### src/rtl/imem_loader_if.sv
// Byte-stream, control and memory-write signals of the instruction-memory loader.
// The master side drives the stream and start; the slave side is the loader.
interface imem_loader_if #(
  parameter int WIDTH = 32,
  parameter int DEPTH = 2048,
  parameter int AW    = $clog2(DEPTH) + 1
);
  logic             start;
  logic [AW-1:0]    word_count;
  logic             byte_valid;
  logic [7:0]       byte_data;
  logic             byte_ready;
  logic             mem_we;
  logic [WIDTH-1:0] mem_address;
  logic [WIDTH-1:0] mem_wdata;
  logic             busy;
  logic             done;
  logic             error;
  logic             cpu_rst_n;

  modport master (
    output start, word_count, byte_valid, byte_data,
    input  byte_ready, mem_we, mem_address, mem_wdata, busy, done, error, cpu_rst_n
  );

  modport slave (
    input  start, word_count, byte_valid, byte_data,
    output byte_ready, mem_we, mem_address, mem_wdata, busy, done, error, cpu_rst_n
  );
endinterface

### src/rtl/imem_loader.sv
// Packs a little-endian byte stream into 32-bit words, writes them sequentially
// into instruction memory, and holds the CPU in reset until the load completes.
module imem_loader #(
  parameter int WIDTH = 32,
  parameter int DEPTH = 2048
) (
  input  logic          clk,
  input  logic          rst_n,
  imem_loader_if.slave  lif
);
  localparam int AW = $clog2(DEPTH) + 1;
  localparam int IW = $clog2(DEPTH);

  typedef enum logic [1:0] {IDLE, RECV, WRITE, DONE} state_t;

  state_t         state;
  logic [1:0]     lane;
  logic [IW-1:0]  idx;
  logic [AW-1:0]  count;
  logic [2:0][7:0] asm_lo;

  function automatic logic count_ok(input logic [AW-1:0] wc);
    return (wc != '0) && (wc <= AW'(DEPTH));
  endfunction

  // Lower three bytes of the word in flight; the fourth goes straight to mem_wdata.
  always_ff @(posedge clk) begin
    if (state == RECV && lif.byte_valid && lane != 2'd3)
      asm_lo[lane] <= lif.byte_data;
  end

  always_ff @(posedge clk or negedge rst_n) begin
    if (!rst_n) begin
      state           <= IDLE;
      lane            <= '0;
      idx             <= '0;
      count           <= '0;
      lif.byte_ready  <= 1'b0;
      lif.mem_we      <= 1'b0;
      lif.mem_address <= '0;
      lif.mem_wdata   <= '0;
      lif.busy        <= 1'b0;
      lif.done        <= 1'b0;
      lif.error       <= 1'b0;
      lif.cpu_rst_n   <= 1'b0;
    end else begin
      case (state)
        IDLE, DONE: begin
          if (lif.start) begin
            lif.done      <= 1'b0;
            lif.cpu_rst_n <= 1'b0;
            if (count_ok(lif.word_count)) begin
              count          <= lif.word_count;
              idx            <= '0;
              lane           <= '0;
              lif.error      <= 1'b0;
              lif.byte_ready <= 1'b1;
              lif.busy       <= 1'b1;
              state          <= RECV;
            end else begin
              lif.error <= 1'b1;
              state     <= IDLE;
            end
          end
        end
        RECV: begin
          if (lif.byte_valid) begin
            if (lane == 2'd3) begin
              lane            <= '0;
              lif.byte_ready  <= 1'b0;
              lif.mem_we      <= 1'b1;
              lif.mem_address <= WIDTH'({idx, 2'b00});
              lif.mem_wdata   <= WIDTH'({lif.byte_data, asm_lo[2], asm_lo[1], asm_lo[0]});
              state           <= WRITE;
            end else begin
              lane <= lane + 2'd1;
            end
          end
        end
        WRITE: begin
          lif.mem_we <= 1'b0;
          // A valid count never exceeds DEPTH, so idx stops at DEPTH-1.
          if (({1'b0, idx} + AW'(1)) == count) begin
            lif.busy      <= 1'b0;
            lif.done      <= 1'b1;
            lif.cpu_rst_n <= 1'b1;
            state         <= DONE;
          end else begin
            idx            <= idx + 1'b1;
            lif.byte_ready <= 1'b1;
            state          <= RECV;
          end
        end
        default: state <= IDLE;
      endcase
    end
  end
endmodule

### src/flat_wrapper.sv
// flat-port wrapper written by rule: the top's interface ports become plain ports
module imem_loader_flat 
#(
  parameter int WIDTH = 32,
  parameter int DEPTH = 2048
)
  (clk, rst_n, lif_start, lif_word_count, lif_byte_valid, lif_byte_data, lif_byte_ready, lif_mem_we, lif_mem_address, lif_mem_wdata, lif_busy, lif_done, lif_error, lif_cpu_rst_n);
  imem_loader_if #(.WIDTH(WIDTH), .DEPTH(DEPTH)) lif_i ();
  input  logic clk;
  input  logic rst_n;
  input wire logic [$bits(lif_i.start)-1:0] lif_start;
  input wire logic [$bits(lif_i.word_count)-1:0] lif_word_count;
  input wire logic [$bits(lif_i.byte_valid)-1:0] lif_byte_valid;
  input wire logic [$bits(lif_i.byte_data)-1:0] lif_byte_data;
  output wire logic [$bits(lif_i.byte_ready)-1:0] lif_byte_ready;
  output wire logic [$bits(lif_i.mem_we)-1:0] lif_mem_we;
  output wire logic [$bits(lif_i.mem_address)-1:0] lif_mem_address;
  output wire logic [$bits(lif_i.mem_wdata)-1:0] lif_mem_wdata;
  output wire logic [$bits(lif_i.busy)-1:0] lif_busy;
  output wire logic [$bits(lif_i.done)-1:0] lif_done;
  output wire logic [$bits(lif_i.error)-1:0] lif_error;
  output wire logic [$bits(lif_i.cpu_rst_n)-1:0] lif_cpu_rst_n;
  assign lif_i.start = lif_start;
  assign lif_i.word_count = lif_word_count;
  assign lif_i.byte_valid = lif_byte_valid;
  assign lif_i.byte_data = lif_byte_data;
  assign lif_byte_ready = lif_i.byte_ready;
  assign lif_mem_we = lif_i.mem_we;
  assign lif_mem_address = lif_i.mem_address;
  assign lif_mem_wdata = lif_i.mem_wdata;
  assign lif_busy = lif_i.busy;
  assign lif_done = lif_i.done;
  assign lif_error = lif_i.error;
  assign lif_cpu_rst_n = lif_i.cpu_rst_n;
  imem_loader #(.WIDTH(WIDTH), .DEPTH(DEPTH)) u_core (.clk(clk), .rst_n(rst_n), .lif(lif_i));
endmodule
### config.mk
export PLATFORM = sky130hd
export DESIGN_NAME = imem_loader_flat
export DESIGN_NICKNAME = d
export VERILOG_FILES = /design/src/rtl/imem_loader_if.sv /design/src/rtl/imem_loader.sv /design/src/flat_wrapper.sv
export SDC_FILE = /design/constraint.sdc
export NUM_CORES = 1
export LEC_CHECK = 0
export ABC_AREA = 1
export BUFFER_PORTS_ARGS = -buffer_cell sky130_fd_sc_hd__buf_4
export CAP_MARGIN = 20
export CORE_ASPECT_RATIO = 0.7
export CORE_MARGIN = 3
export CORE_UTILIZATION = 50
export CTS_BUF_LIST = sky130_fd_sc_hd__clkbuf_8
export DETAILED_ROUTE_END_ITERATION = 7
export HOLD_SLACK_MARGIN = 0.08
export PLACE_DENSITY_LB_ADDON = 0.05
export SYNTH_ARGS = -nofsm -noshare
export SYNTH_HDL_FRONTEND = slang
export SYNTH_SLANG_ARGS = --single-unit
### constraint.sdc
create_clock -name clk -period 2.6 [get_ports clk]
set_clock_uncertainty 0.15 [all_clocks]
set_input_delay 0.13 -clock clk [delete_from_list [all_inputs] [get_ports clk]]
set_output_delay 0.13 -clock clk [all_outputs]
set_load 0.01 [all_outputs]
# == Word-level counts from Yosys, hierarchy flattened ==
# Index checks and enable logic that the tools add are counted.
# op_classes
n_addsub,3
magnitude_cmp,3
eq_ne,12
mux,33
reduce_logical,20
# ops
cell,n
two-way mux 11 bit,3
bitwise mux 24 bit,1
one-hot mux 11 bit (2 select lines),1
demux 8 bit (select 2 bit),1
two-way mux 2 bit,8
AND reduction 3 bit,5
"adder 11 x 1 -> 12 bit, second input constant",1
equality test 12 bit,1
"<= comparator 12 bit, second input constant",1
two-way mux 1 bit,12
AND reduction 4 bit,3
nonzero test 12 bit,1
"adder 11 x 1 -> 11 bit, second input constant",1
"inequality test 2 bit, second input constant",5
two-way mux 8 bit,1
"equality test 2 bit, second input constant",3
one-hot mux 1 bit (2 select lines),3
one-hot mux 2 bit (3 select lines),1
nonzero test 2 bit,3
AND reduction 5 bit,1
logical AND 1 bit,4
"inequality test 2 x 1 -> 1 bit, second input constant",2
one-hot mux 2 bit (2 select lines),1
"< comparator 2 x 3 -> 1 bit, second input constant",1
other kinds (7),7
# word_totals
regBits,99
out_inout_bits,70
word_cells,85

# == Logic depth before layout (Yosys ltp) ==
# logic_depth
depth_word,5
mapped_depth,15
mapped_depth_nobuf,15

# == Worst setup path after synthesis ==
# Ideal clock, no wire load.
# synth_path
kind,register to register
startpoint,reg u_core.idx[0]
endpoint,reg u_core.idx[0]
setup_ns,0.117
arrival_ns,1.789
required_time_ns,2.333
setup_slack_ns,0.543
stages_incl_launch_ff,12
path_buffers,1
period_less_slack_ns,2.057
cell_sequence,dfrtp_1 > ha_1 > or2_2 > nand3_1 > nand2_1 > nor2_1 > nand3_1 > nor2_2 > nand3_4 > buf_2 > nand4_1 > nand2_1
# synth_between
elab_chain_cells,4
word_cells_on_any_way,7
classes_between,add/sub (2); eq/ne (2); mux (2); reduce/logical (1)
# synth_lines
element,line_no,text
start: declaration,imem_loader.sv:18,logic [IW-1:0] idx;
start signal: assignment,imem_loader.sv:89,idx <= idx + 1'b1;
adder 11 x 1 -> 12 bit,imem_loader.sv:83,"if (({1'b0, idx} + AW'(1)) == count) begin"
equality test 12 bit,imem_loader.sv:83,
inequality test 2 bit (no source line),n/a,
AND reduction 4 bit (no source line),n/a,
# Several ways; a longest one is shown, not always the timed one. The select of a mux whose other input is x is not followed.
# A chain may end at the register's enable or synchronous reset.

# == Final worst setup path ==
# layout_path
startpoint,in lif_word_count[1]
endpoint,reg u_core.count[0]
# layout_between
elab_chain_cells,3
word_cells_on_any_way,4
classes_between,order compare (1); reduce/logical (3)
# layout_lines
element,line_no,text
start: declaration,flat_wrapper.sv:12,input wire logic [$bits(lif_i.word_count)-1:0] lif_word_count;
<= comparator 12 bit or nonzero test 12 bit (tied branches),imem_loader.sv:23,return (wc != '0) && (wc <= AW'(DEPTH));
logical AND 1 bit (*),imem_loader.sv:23,
AND reduction 3 bit (no source line) (*),n/a,
end signal: assignment,imem_loader.sv:53,count <= lif.word_count;
end: declaration,imem_loader.sv:19,logic [AW-1:0] count;
# Mark *: on every way between the ends. The rest lies on a longest branch, timed or not.

==> key figures <==
Critical path
  • CP Max Fanout: 22
  • WS Path Type: in -> reg
  • Max incr delay on CP: around 550 ps
  • Req. time, crit path: 2750 ps
  • Critical path's top delay family: buffers and inverters
  • Launching element type of the critical path: input pin
  • Slowest cell on crit path: dlygate4sd3_1
  • CP Cell Sequence: dlygate4sd3_1 > buf_4 > nor4_1 > nand3_1 > xor2_2 > nand2_1 > nor2_1 > buf_6 > nand2_1 > nand2_1 > dlygate4sd3_1
  • CP arrival: about 2600 ps
  • CP Capture Type: flop
  • Worst Path Buf+Inv: 4
  • Most frequent CP cell: nand2_1

Place
  • Dpl hpwl: 7315 µm
  • Post-placement setup slack: 298.4 ps
  • Final Wtd Congestion: ~0.87
  • PortBufs: 72

Routing
  • Vias per cell: 4.916
  • Initial DRC Count: 230
  • Drt drc: 0
  • Vias: between 3000 and 4000
  • Final WL: 10500 µm
  • Post-DRT Antenna Nets: 0
  • Avg WL per Cell: 14.17 µm
  • First-pass iteration count of the detailed router: 4

Final layout
  • Fraction of layout cells with a size suffix above 1: 18.04%
  • Antenna Cells: 0
  • Commonest non-fill, non-tap cell in the layout: nand2_1
  • Fin nets: around 650
  • Final Core Density: roughly 65%
  • Area Growth Syn to Fin: 23.02%
  • Commonest cells after routing, fill and taps aside: nand2_1 (213), buf_4 (79), dfrtp_1 (75)

Synthesis
  • Cells after Synth: between 500 and 600
  • Unique masters post-synth: 29
  • Synth Warn #: 0
  • Yosys reg bits: just under 100
  • Post-synth top area share: 41.36%
  • Seq/Total Area, Yosys: 57.24%
  • Cell area after synthesis: 4538 µm²
  • Area leader, netlist: dfrtp_1
  • Main area contributors after synthesis: dfrtp_1 (41%), nand2_1 (18%), edfxtp_1 (16%)
  • Avg Synthesized Cell Area: 8.744 µm²

Timing
  • RSZ-0062 raised after global routing: false
  • Setup TNS: 0 ps
  • Measured slew at the worst slew-check pin: 972.2 ps
  • Max-slew violations: 0
  • Fmax: 405.4 MHz
  • Fin crit period: 2467 ps
  • Final hold vios: 0
  • Tcrit/Tclk final: 94.88%
  • Final worst slack: ~130 ps
  • Setup violators final: 0
  • Slew headroom: 35.19%

CTS
  • TritonCTS Buffers: 9
  • Root Driver: clkbuf_8
  • Clock Pin Slew Worst Setup and Hold Paths: 100 ps
  • H-tree depth: 3
  • CTS Sinks: between 90 and 100
  • Clock latency on the worst-skew pair: ~360 ps
  • Setup bufs post-CTS: 0
  • Clk buf depth: 2
  • CTS tree: built

Global routing
  • Gr usage total: 21.40%
  • Gr ovfl total: 0
  • First-pass GRT wire length: 17140 µm
  • Vias in the first global route: 3409
  • Initial antenna violation count: 0
  • Largest net degree at the start of global routing: 76

Run status
  • Status: finished, final reports clean

Flow run
  • Max-cap viol count: 0

Floorplan
  • Die height: 85.71 µm
  • Initial Util: 52.44%
  • IO Pins: 94
  • Cell row count: 28
  • Die width: 119.9 µm
  • Core area: 8653 µm²
  • Total Die Area: 10270 µm²

Pwr
  • Pwr/cell area: 860.2 nW/µm²
  • Part of the power in registers: 46.8%
  • P_sw: 1710 µW
  • Tot Pwr: 4802 µW
  • Power Internal: just over 3000 µW
  • Combinational fraction of design power: 34.0%
  • Worst vdd ir: 0.0005856 V
  • Pleak: 0.002759 µW
  • Sw Ratio: between 30% and 40%
  • Part of the power in the clock network: 19.2%

Worst hold path
  • HP Class: in -> reg
## flip-flops by register name, summed over array words and instances (netlist names)
| name | cells |
|---|---|
| u_core.idx | 11 |
| u_core.lif.done | 1 |
| u_core.lif.mem_we | 1 |
| u_core.state | 2 |
| u_core.lif.mem_wdata | 32 |
| u_core.lif.byte_ready | 1 |
| u_core.count | 12 |
| u_core.lif.busy | 1 |
| u_core.lane | 2 |
| u_core.asm_lo | 24 |
| u_core.lif.error | 1 |
| u_core.lif.mem_address | 11 |
## cell type report
| cell class | count | area, µm² |
|---|---|---|
| repair buffers | 104 | 844.6 |
| flip-flops and latches | 99 | 2597 |
| clock buffers | 9 | 123.9 |
| well taps | 120 | 150.1 |
| multi-input cells | 363 | 1657 |
| inverters | 39 | 146.4 |
| clock inverters | 7 | 63.81 |
| fillers | 732 | 3070 |
## kinds of logic after synthesis
| logic type | synth area share (%) |
|---|---|
| xor+xnor | 0.5791 |
| simple gates | 27.46 |
| buf+inv | 8.381 |
| compound gates | 4.329 |
| flops | 57.24 |
| fa+ha+maj | 1.930 |
| other cells | 0.08263 |
## worst reg2reg max path, stage by stage, from the launching register on
cell,delay (ps)
dfrtp_1,460
ha_1,240
nand2_2,110
nor2_1,160
nand3_1,120
nand3_1,100
nand2_1,50
nor2_1,100
nand2_1,90
nor2_2,150
nand3_4,190
nand3_4,190
nand2_1,80
nand2_1,60
## power by group through the flow
| stage | clock network [µW] | logic (µW) | registers, µW |
|---|---|---|---|
| after floorplan | 0 | 791 | 2360 |
| after global placement | 0 | 1550 | 2270 |
| after detailed placement | 0 | 1580 | 2280 |
| after CTS | 954 | 1630 | 2250 |
| after global routing | 1010 | 1830 | 2310 |
| final | 921 | 1630 | 2250 |
## path summary, 6_finish.rpt
path / start / end / slack [ps] / depth (start not counted)
max in group asynchronous: rst_n / u_core.lif.mem_wdata[24]$_DFFE_PN0P_ / 1360 / 2
setup / recovery: lif_word_count[1] / u_core.count[0]$_DFFE_PN0P_ / 130 / 11
min in group asynchronous: rst_n / u_core.lif.mem_wdata[20]$_DFFE_PN0P_ / 300 / 2
hold reg to reg: u_core.asm_lo[15]$_DFFE_PP_ / u_core.lif.mem_wdata[15]$_DFFE_PN0P_ / 300 / 2
setup reg to reg: u_core.idx[1]$_DFFE_PN0P_ / u_core.idx[6]$_DFFE_PN0P_ / 290 / 13
hold / removal: lif_byte_valid / u_core.asm_lo[1]$_DFFE_PP_ / 150 / 3
## Yosys cell counts
master and n:
ha_1 7, o21ai_1 6, nor3_2 1, inv_2 2
a21oi_1 4, nand3_4 1, conb_1 1, edfxtp_1 24
xor2_1 2, nand3_1 31, nand4_1 13, or2_2 1
buf_4 22, dfrtp_1 75, nor2_1 20, nor2_4 2
o22ai_1 1, clkbuf_1 14, nor4_1 2, nand3_2 3
inv_1 37, nand2_1 213, nor2_2 4, buf_2 1
o21ai_0 28, nand2_2 1, buf_6 1, nor3_1 1
xnor2_1 1
## per-layer routing
layer  GRT usage (%)  share of wire, %  wire [µm]
met1           33.17                50       5282
met3           5.933               7.5        785
met5               0                 0          0
met2           29.97                41       4331
met4           4.990              0.96        101
## repair_timing
item | CTS | global route
endpoints found under the hold margin | 120 | 0
gates resized for setup | 0 | 3
hold buffers | 24 | 0
endpoints found under the setup margin | 0 | 13
## through the flow
step	std cells	cell area, µm²	hold slack [ps]
after global routing	741	5583	153.5
after detailed placement	701	5136	192.2
final	741	5583	145.6
after CTS	741	5564	132.5
after floorplan	539	4613	-315.6
after global placement	701	5136	187.7
Note: power is estimated with default switching activity, not from simulation.
